--- src/rtl/id_ex_forward_if.sv ---
// Signal bundle between the ID/EX hazard stage and the surrounding pipeline.
// The stage itself connects through the slave modport.
interface id_ex_forward_if #(
  parameter int ALUOP_W = 3,
  parameter int CNT_W   = 16
);
  logic               flush;
  logic               id_valid;
  logic [4:0]         id_rs;
  logic [4:0]         id_rt;
  logic [4:0]         id_rd;
  logic               id_uses_rt;
  logic [31:0]        id_rdata1;
  logic [31:0]        id_rdata2;
  logic [31:0]        id_imm;
  logic               id_regwrite;
  logic               id_memread;
  logic               id_memwrite;
  logic               id_alusrc;
  logic [ALUOP_W-1:0] id_aluop;
  logic               mem_regwrite;
  logic [4:0]         mem_rd;
  logic [31:0]        mem_result;
  logic               wb_regwrite;
  logic [4:0]         wb_rd;
  logic [31:0]        wb_data;

  logic               stall;
  logic               ex_valid;
  logic [4:0]         ex_rd;
  logic               ex_regwrite;
  logic               ex_memread;
  logic               ex_memwrite;
  logic [ALUOP_W-1:0] ex_aluop;
  logic [31:0]        ex_opA;
  logic [31:0]        ex_opB;
  logic [31:0]        ex_aluB;
  logic [1:0]         fwd_a;
  logic [1:0]         fwd_b;
  logic [CNT_W-1:0]   bubble_count;

  modport master (
    output flush, id_valid, id_rs, id_rt, id_rd, id_uses_rt, id_rdata1, id_rdata2, id_imm,
           id_regwrite, id_memread, id_memwrite, id_alusrc, id_aluop,
           mem_regwrite, mem_rd, mem_result, wb_regwrite, wb_rd, wb_data,
    input  stall, ex_valid, ex_rd, ex_regwrite, ex_memread, ex_memwrite, ex_aluop,
           ex_opA, ex_opB, ex_aluB, fwd_a, fwd_b, bubble_count
  );

  modport slave (
    input  flush, id_valid, id_rs, id_rt, id_rd, id_uses_rt, id_rdata1, id_rdata2, id_imm,
           id_regwrite, id_memread, id_memwrite, id_alusrc, id_aluop,
           mem_regwrite, mem_rd, mem_result, wb_regwrite, wb_rd, wb_data,
    output stall, ex_valid, ex_rd, ex_regwrite, ex_memread, ex_memwrite, ex_aluop,
           ex_opA, ex_opB, ex_aluB, fwd_a, fwd_b, bubble_count
  );
endinterface

--- src/rtl/id_ex_forward_stage.sv ---
// ID/EX pipeline register with WB->ID bypass, load-use stall and bubble insertion,
// and EX/MEM / MEM/WB forwarding onto the EX-stage operands.
module id_ex_forward_stage #(
  parameter int ALUOP_W = 3,
  parameter int CNT_W   = 16
) (
  input logic            clk,
  input logic            reset,
  id_ex_forward_if.slave bus
);

  localparam logic [CNT_W-1:0] CNT_MAX = '1;

  function automatic logic [CNT_W-1:0] sat_inc(input logic [CNT_W-1:0] v);
    return (v == CNT_MAX) ? v : v + CNT_W'(1);
  endfunction

  // r0 is hardwired, so a write targeting it never matches a reader.
  function automatic logic hit(input logic we, input logic [4:0] wr, input logic [4:0] rr);
    return we && (wr != 5'd0) && (wr == rr);
  endfunction

  function automatic logic [1:0] fwd_sel(input logic [4:0] r,
                                         input logic mem_we, input logic [4:0] mem_rd,
                                         input logic wb_we,  input logic [4:0] wb_rd);
    if (hit(mem_we, mem_rd, r)) return 2'd2;
    if (hit(wb_we, wb_rd, r))   return 2'd1;
    return 2'd0;
  endfunction

  function automatic logic [31:0] fwd_mux(input logic [1:0] sel, input logic [31:0] reg_val,
                                          input logic [31:0] mem_val, input logic [31:0] wb_val);
    case (sel)
      2'd2:    return mem_val;
      2'd1:    return wb_val;
      default: return reg_val;
    endcase
  endfunction

  logic               valid_p1, regwrite_p1, memread_p1, memwrite_p1, alusrc_p1;
  logic [4:0]         rs_p1, rt_p1, rd_p1;
  logic [ALUOP_W-1:0] aluop_p1;
  logic [CNT_W-1:0]   bubbles_p1;
  logic [31:0]        data1_p1, data2_p1, imm_p1;

  logic [31:0]        rdata1_p0, rdata2_p0;
  logic               load_use_p0, bubble_p0;
  logic [1:0]         fwd_a_p1, fwd_b_p1;
  logic [31:0]        opa_p1, opb_p1;

  // ---- ID stage: same-cycle WB bypass and load-use detection ----
  always_comb begin
    rdata1_p0   = hit(bus.wb_regwrite, bus.wb_rd, bus.id_rs) ? bus.wb_data : bus.id_rdata1;
    rdata2_p0   = hit(bus.wb_regwrite, bus.wb_rd, bus.id_rt) ? bus.wb_data : bus.id_rdata2;
    load_use_p0 = bus.id_valid && !bus.flush && valid_p1 && memread_p1 && (rd_p1 != 5'd0) &&
                  ((rd_p1 == bus.id_rs) || (bus.id_uses_rt && (rd_p1 == bus.id_rt)));
    bubble_p0   = bus.flush || load_use_p0;
  end

  // ---- ID/EX register: control with reset/bubble precedence ----
  always_ff @(posedge clk) begin
    if (reset) begin
      valid_p1    <= 1'b0;
      regwrite_p1 <= 1'b0;
      memread_p1  <= 1'b0;
      memwrite_p1 <= 1'b0;
      alusrc_p1   <= 1'b0;
      aluop_p1    <= '0;
      rs_p1       <= 5'd0;
      rt_p1       <= 5'd0;
      rd_p1       <= 5'd0;
      bubbles_p1  <= '0;
    end else if (bubble_p0) begin
      valid_p1    <= 1'b0;
      regwrite_p1 <= 1'b0;
      memread_p1  <= 1'b0;
      memwrite_p1 <= 1'b0;
      alusrc_p1   <= 1'b0;
      aluop_p1    <= '0;
      rs_p1       <= 5'd0;
      rt_p1       <= 5'd0;
      rd_p1       <= 5'd0;
      bubbles_p1  <= sat_inc(bubbles_p1);
    end else begin
      valid_p1    <= bus.id_valid;
      regwrite_p1 <= bus.id_valid && bus.id_regwrite;
      memread_p1  <= bus.id_valid && bus.id_memread;
      memwrite_p1 <= bus.id_valid && bus.id_memwrite;
      alusrc_p1   <= bus.id_valid && bus.id_alusrc;
      aluop_p1    <= bus.id_valid ? bus.id_aluop : '0;
      rs_p1       <= bus.id_rs;
      rt_p1       <= bus.id_rt;
      rd_p1       <= bus.id_rd;
    end
  end

  // Operand data always loads; on a bubble it is simply ignored downstream.
  always_ff @(posedge clk) begin
    data1_p1 <= rdata1_p0;
    data2_p1 <= rdata2_p0;
    imm_p1   <= bus.id_imm;
  end

  // ---- EX stage: operand forwarding ----
  always_comb begin
    fwd_a_p1 = fwd_sel(rs_p1, bus.mem_regwrite, bus.mem_rd, bus.wb_regwrite, bus.wb_rd);
    fwd_b_p1 = fwd_sel(rt_p1, bus.mem_regwrite, bus.mem_rd, bus.wb_regwrite, bus.wb_rd);
    opa_p1   = fwd_mux(fwd_a_p1, data1_p1, bus.mem_result, bus.wb_data);
    opb_p1   = fwd_mux(fwd_b_p1, data2_p1, bus.mem_result, bus.wb_data);
  end

  assign bus.stall        = load_use_p0;
  assign bus.ex_valid     = valid_p1;
  assign bus.ex_rd        = rd_p1;
  assign bus.ex_regwrite  = regwrite_p1;
  assign bus.ex_memread   = memread_p1;
  assign bus.ex_memwrite  = memwrite_p1;
  assign bus.ex_aluop     = aluop_p1;
  assign bus.ex_opA       = opa_p1;
  assign bus.ex_opB       = opb_p1;
  assign bus.ex_aluB      = alusrc_p1 ? imm_p1 : opb_p1;
  assign bus.fwd_a        = fwd_a_p1;
  assign bus.fwd_b        = fwd_b_p1;
  assign bus.bubble_count = bubbles_p1;

endmodule

--- src/flat_wrapper.sv ---
// flat-port wrapper written by rule: the top's interface ports become plain ports
module id_ex_forward_stage_flat 
#(
  parameter int ALUOP_W = 3,
  parameter int CNT_W   = 16
)
  (clk, reset, bus_flush, bus_id_valid, bus_id_rs, bus_id_rt, bus_id_rd, bus_id_uses_rt, bus_id_rdata1, bus_id_rdata2, bus_id_imm, bus_id_regwrite, bus_id_memread, bus_id_memwrite, bus_id_alusrc, bus_id_aluop, bus_mem_regwrite, bus_mem_rd, bus_mem_result, bus_wb_regwrite, bus_wb_rd, bus_wb_data, bus_stall, bus_ex_valid, bus_ex_rd, bus_ex_regwrite, bus_ex_memread, bus_ex_memwrite, bus_ex_aluop, bus_ex_opA, bus_ex_opB, bus_ex_aluB, bus_fwd_a, bus_fwd_b, bus_bubble_count);
  id_ex_forward_if #(.ALUOP_W(ALUOP_W), .CNT_W(CNT_W)) bus_i ();
  input logic clk;
  input logic reset;
  input wire logic [$bits(bus_i.flush)-1:0] bus_flush;
  input wire logic [$bits(bus_i.id_valid)-1:0] bus_id_valid;
  input wire logic [$bits(bus_i.id_rs)-1:0] bus_id_rs;
  input wire logic [$bits(bus_i.id_rt)-1:0] bus_id_rt;
  input wire logic [$bits(bus_i.id_rd)-1:0] bus_id_rd;
  input wire logic [$bits(bus_i.id_uses_rt)-1:0] bus_id_uses_rt;
  input wire logic [$bits(bus_i.id_rdata1)-1:0] bus_id_rdata1;
  input wire logic [$bits(bus_i.id_rdata2)-1:0] bus_id_rdata2;
  input wire logic [$bits(bus_i.id_imm)-1:0] bus_id_imm;
  input wire logic [$bits(bus_i.id_regwrite)-1:0] bus_id_regwrite;
  input wire logic [$bits(bus_i.id_memread)-1:0] bus_id_memread;
  input wire logic [$bits(bus_i.id_memwrite)-1:0] bus_id_memwrite;
  input wire logic [$bits(bus_i.id_alusrc)-1:0] bus_id_alusrc;
  input wire logic [$bits(bus_i.id_aluop)-1:0] bus_id_aluop;
  input wire logic [$bits(bus_i.mem_regwrite)-1:0] bus_mem_regwrite;
  input wire logic [$bits(bus_i.mem_rd)-1:0] bus_mem_rd;
  input wire logic [$bits(bus_i.mem_result)-1:0] bus_mem_result;
  input wire logic [$bits(bus_i.wb_regwrite)-1:0] bus_wb_regwrite;
  input wire logic [$bits(bus_i.wb_rd)-1:0] bus_wb_rd;
  input wire logic [$bits(bus_i.wb_data)-1:0] bus_wb_data;
  output wire logic [$bits(bus_i.stall)-1:0] bus_stall;
  output wire logic [$bits(bus_i.ex_valid)-1:0] bus_ex_valid;
  output wire logic [$bits(bus_i.ex_rd)-1:0] bus_ex_rd;
  output wire logic [$bits(bus_i.ex_regwrite)-1:0] bus_ex_regwrite;
  output wire logic [$bits(bus_i.ex_memread)-1:0] bus_ex_memread;
  output wire logic [$bits(bus_i.ex_memwrite)-1:0] bus_ex_memwrite;
  output wire logic [$bits(bus_i.ex_aluop)-1:0] bus_ex_aluop;
  output wire logic [$bits(bus_i.ex_opA)-1:0] bus_ex_opA;
  output wire logic [$bits(bus_i.ex_opB)-1:0] bus_ex_opB;
  output wire logic [$bits(bus_i.ex_aluB)-1:0] bus_ex_aluB;
  output wire logic [$bits(bus_i.fwd_a)-1:0] bus_fwd_a;
  output wire logic [$bits(bus_i.fwd_b)-1:0] bus_fwd_b;
  output wire logic [$bits(bus_i.bubble_count)-1:0] bus_bubble_count;
  assign bus_i.flush = bus_flush;
  assign bus_i.id_valid = bus_id_valid;
  assign bus_i.id_rs = bus_id_rs;
  assign bus_i.id_rt = bus_id_rt;
  assign bus_i.id_rd = bus_id_rd;
  assign bus_i.id_uses_rt = bus_id_uses_rt;
  assign bus_i.id_rdata1 = bus_id_rdata1;
  assign bus_i.id_rdata2 = bus_id_rdata2;
  assign bus_i.id_imm = bus_id_imm;
  assign bus_i.id_regwrite = bus_id_regwrite;
  assign bus_i.id_memread = bus_id_memread;
  assign bus_i.id_memwrite = bus_id_memwrite;
  assign bus_i.id_alusrc = bus_id_alusrc;
  assign bus_i.id_aluop = bus_id_aluop;
  assign bus_i.mem_regwrite = bus_mem_regwrite;
  assign bus_i.mem_rd = bus_mem_rd;
  assign bus_i.mem_result = bus_mem_result;
  assign bus_i.wb_regwrite = bus_wb_regwrite;
  assign bus_i.wb_rd = bus_wb_rd;
  assign bus_i.wb_data = bus_wb_data;
  assign bus_stall = bus_i.stall;
  assign bus_ex_valid = bus_i.ex_valid;
  assign bus_ex_rd = bus_i.ex_rd;
  assign bus_ex_regwrite = bus_i.ex_regwrite;
  assign bus_ex_memread = bus_i.ex_memread;
  assign bus_ex_memwrite = bus_i.ex_memwrite;
  assign bus_ex_aluop = bus_i.ex_aluop;
  assign bus_ex_opA = bus_i.ex_opA;
  assign bus_ex_opB = bus_i.ex_opB;
  assign bus_ex_aluB = bus_i.ex_aluB;
  assign bus_fwd_a = bus_i.fwd_a;
  assign bus_fwd_b = bus_i.fwd_b;
  assign bus_bubble_count = bus_i.bubble_count;
  id_ex_forward_stage #(.ALUOP_W(ALUOP_W), .CNT_W(CNT_W)) u_core (.clk(clk), .reset(reset), .bus(bus_i));
endmodule
--- config.mk ---
export PLATFORM = sky130hd
export DESIGN_NAME = id_ex_forward_stage_flat
export DESIGN_NICKNAME = d
export VERILOG_FILES = /design/src/rtl/id_ex_forward_if.sv /design/src/rtl/id_ex_forward_stage.sv /design/src/flat_wrapper.sv
export SDC_FILE = /design/constraint.sdc
export NUM_CORES = 1
export LEC_CHECK = 0
export BUFFER_PORTS_ARGS = -buffer_cell sky130_fd_sc_hd__buf_4
export CORE_AREA = 2 2 129 131
export DETAILED_ROUTE_END_ITERATION = 16
export DIE_AREA = 0 0 131 133
export GPL_ROUTABILITY_DRIVEN = 0
export PLACE_DENSITY = 0.75
export SLEW_MARGIN = 30
export SYNTH_ARGS = -nofsm -noshare
export SYNTH_HDL_FRONTEND = slang
export SYNTH_SLANG_ARGS = --single-unit
--- constraint.sdc ---
create_clock -name clk -period 2.69 [get_ports clk]
set_input_delay 0.1345 -clock clk [delete_from_list [all_inputs] [get_ports clk]]
set_output_delay 0.1345 -clock clk [all_outputs]
set_load 0.01 [all_outputs]
==> impl_metrics.py, run 1 <==
metrics = {
    "logic_synthesis": {
        "yosysUniqueCellTypes": 43,
        "synth-simple-area-share_pct": 17.0,
        "syn_nets": 885,
        "ys_seq_area_share_pct": 41.9,
        "synth_common_cells": "dfxtp_1 (135), nand2_1 (106), mux2_2 (103)",
        "synthFlopType": "dfxtp_1",
        "yosys_warnings": 0,
        "yosys-top-cells-area": "dfxtp_1 (42%), mux2_2 (18%), nand2_1 (6.2%)",
        "yosysMostFrequentCell": "dfxtp_1",
        "synth_top_family_by_area": "multiplexers",
        "syn_inst": 685,
        "synth_top_area_share_pct": 41.9,
        "synth_area_sq_mm": 0.00645,
        "synth_xor_area_share_pct": 5.84,
        "synth_edf_count": 0,
        "avgSynthCellArea_sq_um": 9.41,
        "synth-seq-cells": 135,
        "synth-async-reset-ratio_pct": 0,
        "synthMuxAreaShare_pct": 23.1,
        "synth_fa_ha_area_share_pct": 0.194,
        "synth_compound_area_share_pct": 8.19,
        "yosys.area.top_type": "dfxtp_1",
    },
    "floorplan": {
        "die_h_microns": 133,
        "dieArea_sq_mm": 0.0174,
        "num_rows": 47,
        "core_sq_mm": 0.0162,
        "die_x_microns": 131,
        "start_util_pct": 39.9,
        "io_pins": 328,
    },
    "drt": {
        "drtIter0Drc": 440,
        "via_per_inst": 5.25,
        "ant_nets": 0,
        "avgRoutedWirePerCell_microns": 20.1,
        "drc": 0,
        "wirelength_mm": 28.5,
        "vias": 7465,
        "drt_first_pass_iters": 5,
    },
    "timing": {
        "relSlewSlack_pct": 50.6,
        "rsz0062_at_grt": "false",
        "final_max_slew_viol_count": 0,
        "period_share_pct": 95.6,
        "holdWs_ns": 0.0767,
        "setup_viol": 0,
        "max_freq_mhz": 389,
        "layout_min_cycle_time_ns": 2.57,
        "final-hold-violation-count": 0,
        "fin_worst_skew_ns": 0.00840,
        "tightest_slew_ns": 0.741,
        "fin_setup_tns_ns": 0,
    },
    "power": {
        "worst_ir_drop_vdd_mv": 0.443,
        "powerDensity_mw_per_mm2": 508,
        "leakage_nw": 5.12,
        "p_total_mw": 5.94,
    },
    "run": {
        "maxCapViolations": 0,
    },
    "place": {
        "port_buffers": 327,
        "hpwl_mm": 16.2,
    },
    "clocking": {
        "cts_root_buf": "clkbuf_16",
        "cts_tree": "done",
        "insertion_delay_ns": 0.41,
        "htreeDepth": 4,
        "path_clk_slew_ns": 0.06,
        "cts_buffer_depth": 2,
        "cts_buffers": 17,
        "cts.sinks": 135,
    },
    "run_status": {
        "run_status": "finished clean",
    },
    "worst_setup_path": {
        "crit_fanout": 14,
        "cp-start-kind": "register",
        "arrival_ns": 2.44,
        "cp.required_ns": 2.56,
        "end_kind": "output pin",
        "path_class": "register to output pin",
    },
    "min_path": {
        "hold_path.class": "input pin to register",
    },
    "global_routing": {
        "grt.overflow.total": 0,
        "grt_util_all_layers_pct": 32.6,
        "grt_max_degree": 67,
        "grt_pass1_wl_mm": 43.1,
        "first_global_vias": 8015,
        "antenna_found_initial": 2,
    },
    "final_layout": {
        "multi_input_area_sq_mm": 0.00355,
        "nets": 1388,
        "area_growth_pct": 81.2,
        "seq_area_sq_mm": 0.00270,
        "drive_above_1_share_pct": 40.5,
        "fill_cells": 1033,
    },
}
## repair_timing
item,4_1_cts,5_1_grt
pin swaps,0,2
endpoints found under the hold margin,119,0
setup buffers,0,0
resized for setup,4,9
hold buffers,189,0
endpoints found under the setup margin,35,35
## through the flow
| step | setup slack [ns] | std cells | instance area, sq um | util [%] |
|---|---|---|---|---|
| after floorplan | 0.590 | 685 | 6450 | - |
| after global placement | 0.224 | 1200 | 9100 | 56.3 |
| after detailed placement | 0.171 | 1200 | 9100 | 56.3 |
| after CTS | 0.0377 | 1421 | 11600 | 72.0 |
| after global routing | 0.00171 | 1423 | 11700 | 72.2 |
| final | 0.118 | 1423 | 11700 | 72.2 |
## placed cells by master, fill, tap and decap left out, types with 2 or more instances in the layout
master and instances:
a21oi_1 5, a31o_2 3, a31oi_1 30, a31oi_2 2, and2_1 16, and3_1 11
and4_1 4, buf_12 4, buf_4 334, bufinv_16 5, clkbuf_1 5, clkbuf_16 17
clkbuf_8 2, clkinv_2 2, dfxtp_1 134, diode_2 2, dlygate4sd3_1 189, inv_1 3
mux2_2 103, mux2i_1 33, nand2_1 106, nand2b_1 2, nand3_1 12, nand4_1 7
nor2_1 48, nor2_2 2, nor2b_1 9, nor3_1 4, nor4_1 2, nor4_2 3
o21ai_0 22, o21ai_1 16, or4_1 3, xnor2_1 21, xor2_1 22
## critical path, cell delays in order, from the launching register on
cell and delay, ns:
dfxtp_1 0.33, xor2_1 0.14, nor3_1 0.28, and2_4 0.31, buf_4 0.24, nand2_1 0.11, a31oi_2 0.29, mux2_2 0.21
buf_4 0.11
## power breakdown
part | total [mW] | internal, mW | switching (mW)
registers | 2.15 | 2.10 | 0.0466
clock network | 2.59 | 1.70 | 0.893
logic | 1.20 | 0.711 | 0.489
total | 5.94 | 4.51 | 1.43
## final cells by class
class / count / area share, %
repair buffers: 528 / 38.4
inverters: 3 / 0.0964
flip-flops and latches: 135 / 23.1
well taps: 220 / 2.36
clock inverters: 8 / 1.45
clock buffers: 24 / 4.04
multi-input cells: 503 / 30.4
diodes: 2 / 0.0428
## sequential cells by signal, summed over array words and instances, names as in the netlist
| name | flops |
|---|---|
| u_core.alusrc_p1 | 1 |
| u_core.rs_p1 | 5 |
| u_core.bus.ex_aluop | 3 |
| u_core.data1_p1 | 32 |
| u_core.imm_p1 | 32 |
| u_core.bus.ex_memread | 1 |
| u_core.bus.ex_rd | 5 |
| u_core.data2_p1 | 32 |
| u_core.bus.ex_valid | 1 |
| u_core.rt_p1 | 5 |
| u_core.bus.ex_memwrite | 1 |
| u_core.bus.bubble_count | 16 |
| u_core.bus.ex_regwrite | 1 |
## cell families after synthesis
group           count (synthesis)
simple gates                  235
mux                           136
flops                         135
compound gates                 88
buf+inv                        47
xor+xnor                       43
fa+ha+maj                       1
## metal layers
layer | up-vias | GRT usage, % | wire (microns) | share of wire (%)
met4 | 0 | 20.9 | 1660 | 5.8
met2 | 461 | 55.7 | 14000 | 49
met5 | - | 0 | 0 | 0
met1 | 3471 | 31.6 | 9990 | 35
li1 | 3385 | - | - | -
met3 | 148 | 14.0 | 2920 | 10
## worst paths after layout
| check | from | to | slack (ns) | cells past startpoint |
|---|---|---|---|---|
| hold reg to reg | u_core.bus.bubble_count[14] | u_core.bus.bubble_count[14] | 0.53 | 2 |
| setup / recovery | u_core.rt_p1[3] | bus_ex_aluB[9] | 0.12 | 8 |
| hold / removal | reset | u_core.bus.bubble_count[12] | 0.08 | 2 |
| setup reg to reg | u_core.bus.ex_rd[1] | u_core.bus.ex_aluop[1] | 0.18 | 8 |
No activity file was read; power rests on OpenSTA's default activity.
==> run 2: changes to the inputs <==
- PLACE_DENSITY: 0.75 -> 0.7
==> impl_metrics.py, run 2 (synthesis gave the netlist of run 1 again) <==
metrics = {
    "drt": {
        "ant_nets": 0,
        "vias": 7184,
        "via_per_inst": 5.07,
        "drtIter0Drc": 395,
        "wirelength_mm": 27.0,
        "drc": 0,
        "drt_first_pass_iters": 5,
        "avgRoutedWirePerCell_microns": 19.0,
    },
    "timing": {
        "fin_worst_skew_ns": 0.0103,
        "final-hold-violation-count": 0,
        "period_share_pct": 96.6,
        "final_max_slew_viol_count": 0,
        "max_freq_mhz": 385,
        "setup_viol": 0,
        "relSlewSlack_pct": 52.3,
        "fin_setup_tns_ns": 0,
        "rsz0062_at_grt": "false",
        "layout_min_cycle_time_ns": 2.60,
        "tightest_slew_ns": 0.716,
        "holdWs_ns": 0.0676,
    },
    "worst_setup_path": {
        "cp-start-kind": "input pin",
        "arrival_ns": 2.89,
        "ff2ff_path_depth": 8,
        "end_kind": "register",
        "path_class": "input pin to register",
        "crit_fanout": 23,
        "cp.required_ns": 2.98,
    },
    "clocking": {
        "htreeDepth": 4,
        "postCtsSetupRepairBufs": 0,
        "path_clk_slew_ns": 0.06,
        "cts_buffer_depth": 2,
        "cts_tree": "done",
        "cts_buffers": 17,
        "cts_root_buf": "clkbuf_16",
        "insertion_delay_ns": 0.42,
        "cts.sinks": 135,
    },
    "floorplan": {
        "num_rows": 47,
        "start_util_pct": 39.9,
        "core_sq_mm": 0.0162,
        "die_h_microns": 133,
        "io_pins": 328,
        "die_x_microns": 131,
        "dieArea_sq_mm": 0.0174,
    },
    "global_routing": {
        "grt_util_all_layers_pct": 30.3,
        "antenna_found_initial": 0,
        "first_global_vias": 7558,
        "grt_pass1_wl_mm": 40.2,
        "grt_max_degree": 67,
        "grt.overflow.total": 0,
    },
    "min_path": {
        "min_path_cells": 2,
        "hold_path.class": "input pin to register",
    },
    "final_layout": {
        "drive_above_1_share_pct": 41.1,
        "fill_cells": 1097,
        "area_growth_pct": 80.4,
        "multi_input_area_sq_mm": 0.00357,
        "top_regs": "u_core.data1_p1: 32 flops, u_core.data2_p1: 32 flops, u_core.imm_p1: 32 flops",
        "utilization_pct": 71.9,
        "final_cell_mix": "buf_4 (331), dlygate4sd3_1 (188), dfxtp_1 (134)",
        "nets": 1385,
        "layout_commonest_cell": "buf_4",
        "seq_area_sq_mm": 0.00270,
    },
    "power": {
        "p_switching_mw": 1.42,
        "internal-power_mw": 4.19,
        "powerDensity_mw_per_mm2": 483,
        "pwr-share-clk_pct": 40.8,
        "combPwrFrac_pct": 21.0,
        "leakage_nw": 5.07,
        "seq_power_share_pct": 38.2,
        "switching_share_pct": 25.4,
        "worst_ir_drop_vdd_mv": 0.432,
    },
    "run_status": {
        "run_status": "finished clean",
    },
    "place": {
        "port_buffers": 327,
        "hpwl_mm": 15.9,
    },
    "run": {
        "maxCapViolations": 0,
    },
}
run 2: changes by cell type in the layout (fill, tap and decap cells not counted), sizes merged:
cell / change
buf: -3
diode: -1
bufinv: -3
inv: +1
dlygate4sd3: -1
clkbuf: -5
clkinv: +2
clkinvlp: +5
run 2: repair_timing:
item | in CTS | in global routing
setup endpoints to repair | 21 | 31
hold buffers | 187 | 1
gates cloned | 1 | 0
pin swaps | 0 | 2
endpoints found under the hold margin | 119 | 1
gates resized for setup | 1 | 14
run 2: final timing paths:
check                                    from                     endpoint  slack [ns]
hold / removal                          reset  u_core.bus.bubble_count[12]        0.07
setup reg to reg          u_core.bus.ex_rd[1]       u_core.bus.ex_regwrite        0.16
setup / recovery                 bus_id_rt[4]       u_core.bus.ex_regwrite        0.09
hold reg to reg   u_core.bus.bubble_count[14]  u_core.bus.bubble_count[14]        0.56
run 2: worst max-delay path, cell delays in order:
cell           delay (ns)
dlygate4sd3_1        0.56
buf_4                0.16
xor2_1               0.15
nor4_1               0.33
a32oi_2              0.26
nor2_2               0.23
nor3_2               0.05
buf_4                0.20
and3_1               0.22
dlygate4sd3_1        0.58
run 2: metal layers:
metal  vias up  track usage [%]  wire length [microns]  share of wire, %
li1       3376                -                      -                 -
met4         0             16.0                   1030               3.8
met5         -                0                      0                 0
met1      3365             32.1                  10100                37
met2       366             52.0                  13700                51
met3        77             10.9                   2200               8.2
run 2: power groups by stage:
stage / sequential, mW / clock, mW / combinational, mW
after floorplan: 2.18 / 0 / 0.369
after global placement: 2.18 / 0 / 0.881
after detailed placement: 2.18 / 0 / 0.896
after CTS: 2.14 / 2.32 / 1.13
after global routing: 2.15 / 2.40 / 1.25
final: 2.14 / 2.29 / 1.18
run 2: cell type report:
cell class / instances / area share (%)
timing repair buffer: 525 / 38.6
multi-input combinational: 503 / 30.7
sequential: 135 / 23.3
clock buffer: 18 / 3.78
tap: 220 / 2.37
clock inverter: 13 / 1.13
inverter: 3 / 0.0969
antenna: 1 / 0.0215
run 2: through the flow:
step	setup WS, ns	total power, mW	cell area [sq um]	instances
after floorplan	0.590	2.54	6450	685
after global placement	0.364	3.06	9090	1197
after detailed placement	0.262	3.08	9090	1197
after CTS	0.0554	5.59	11600	1416
after global routing	0.0126	5.80	11600	1417
final	0.0924	5.61	11600	1418
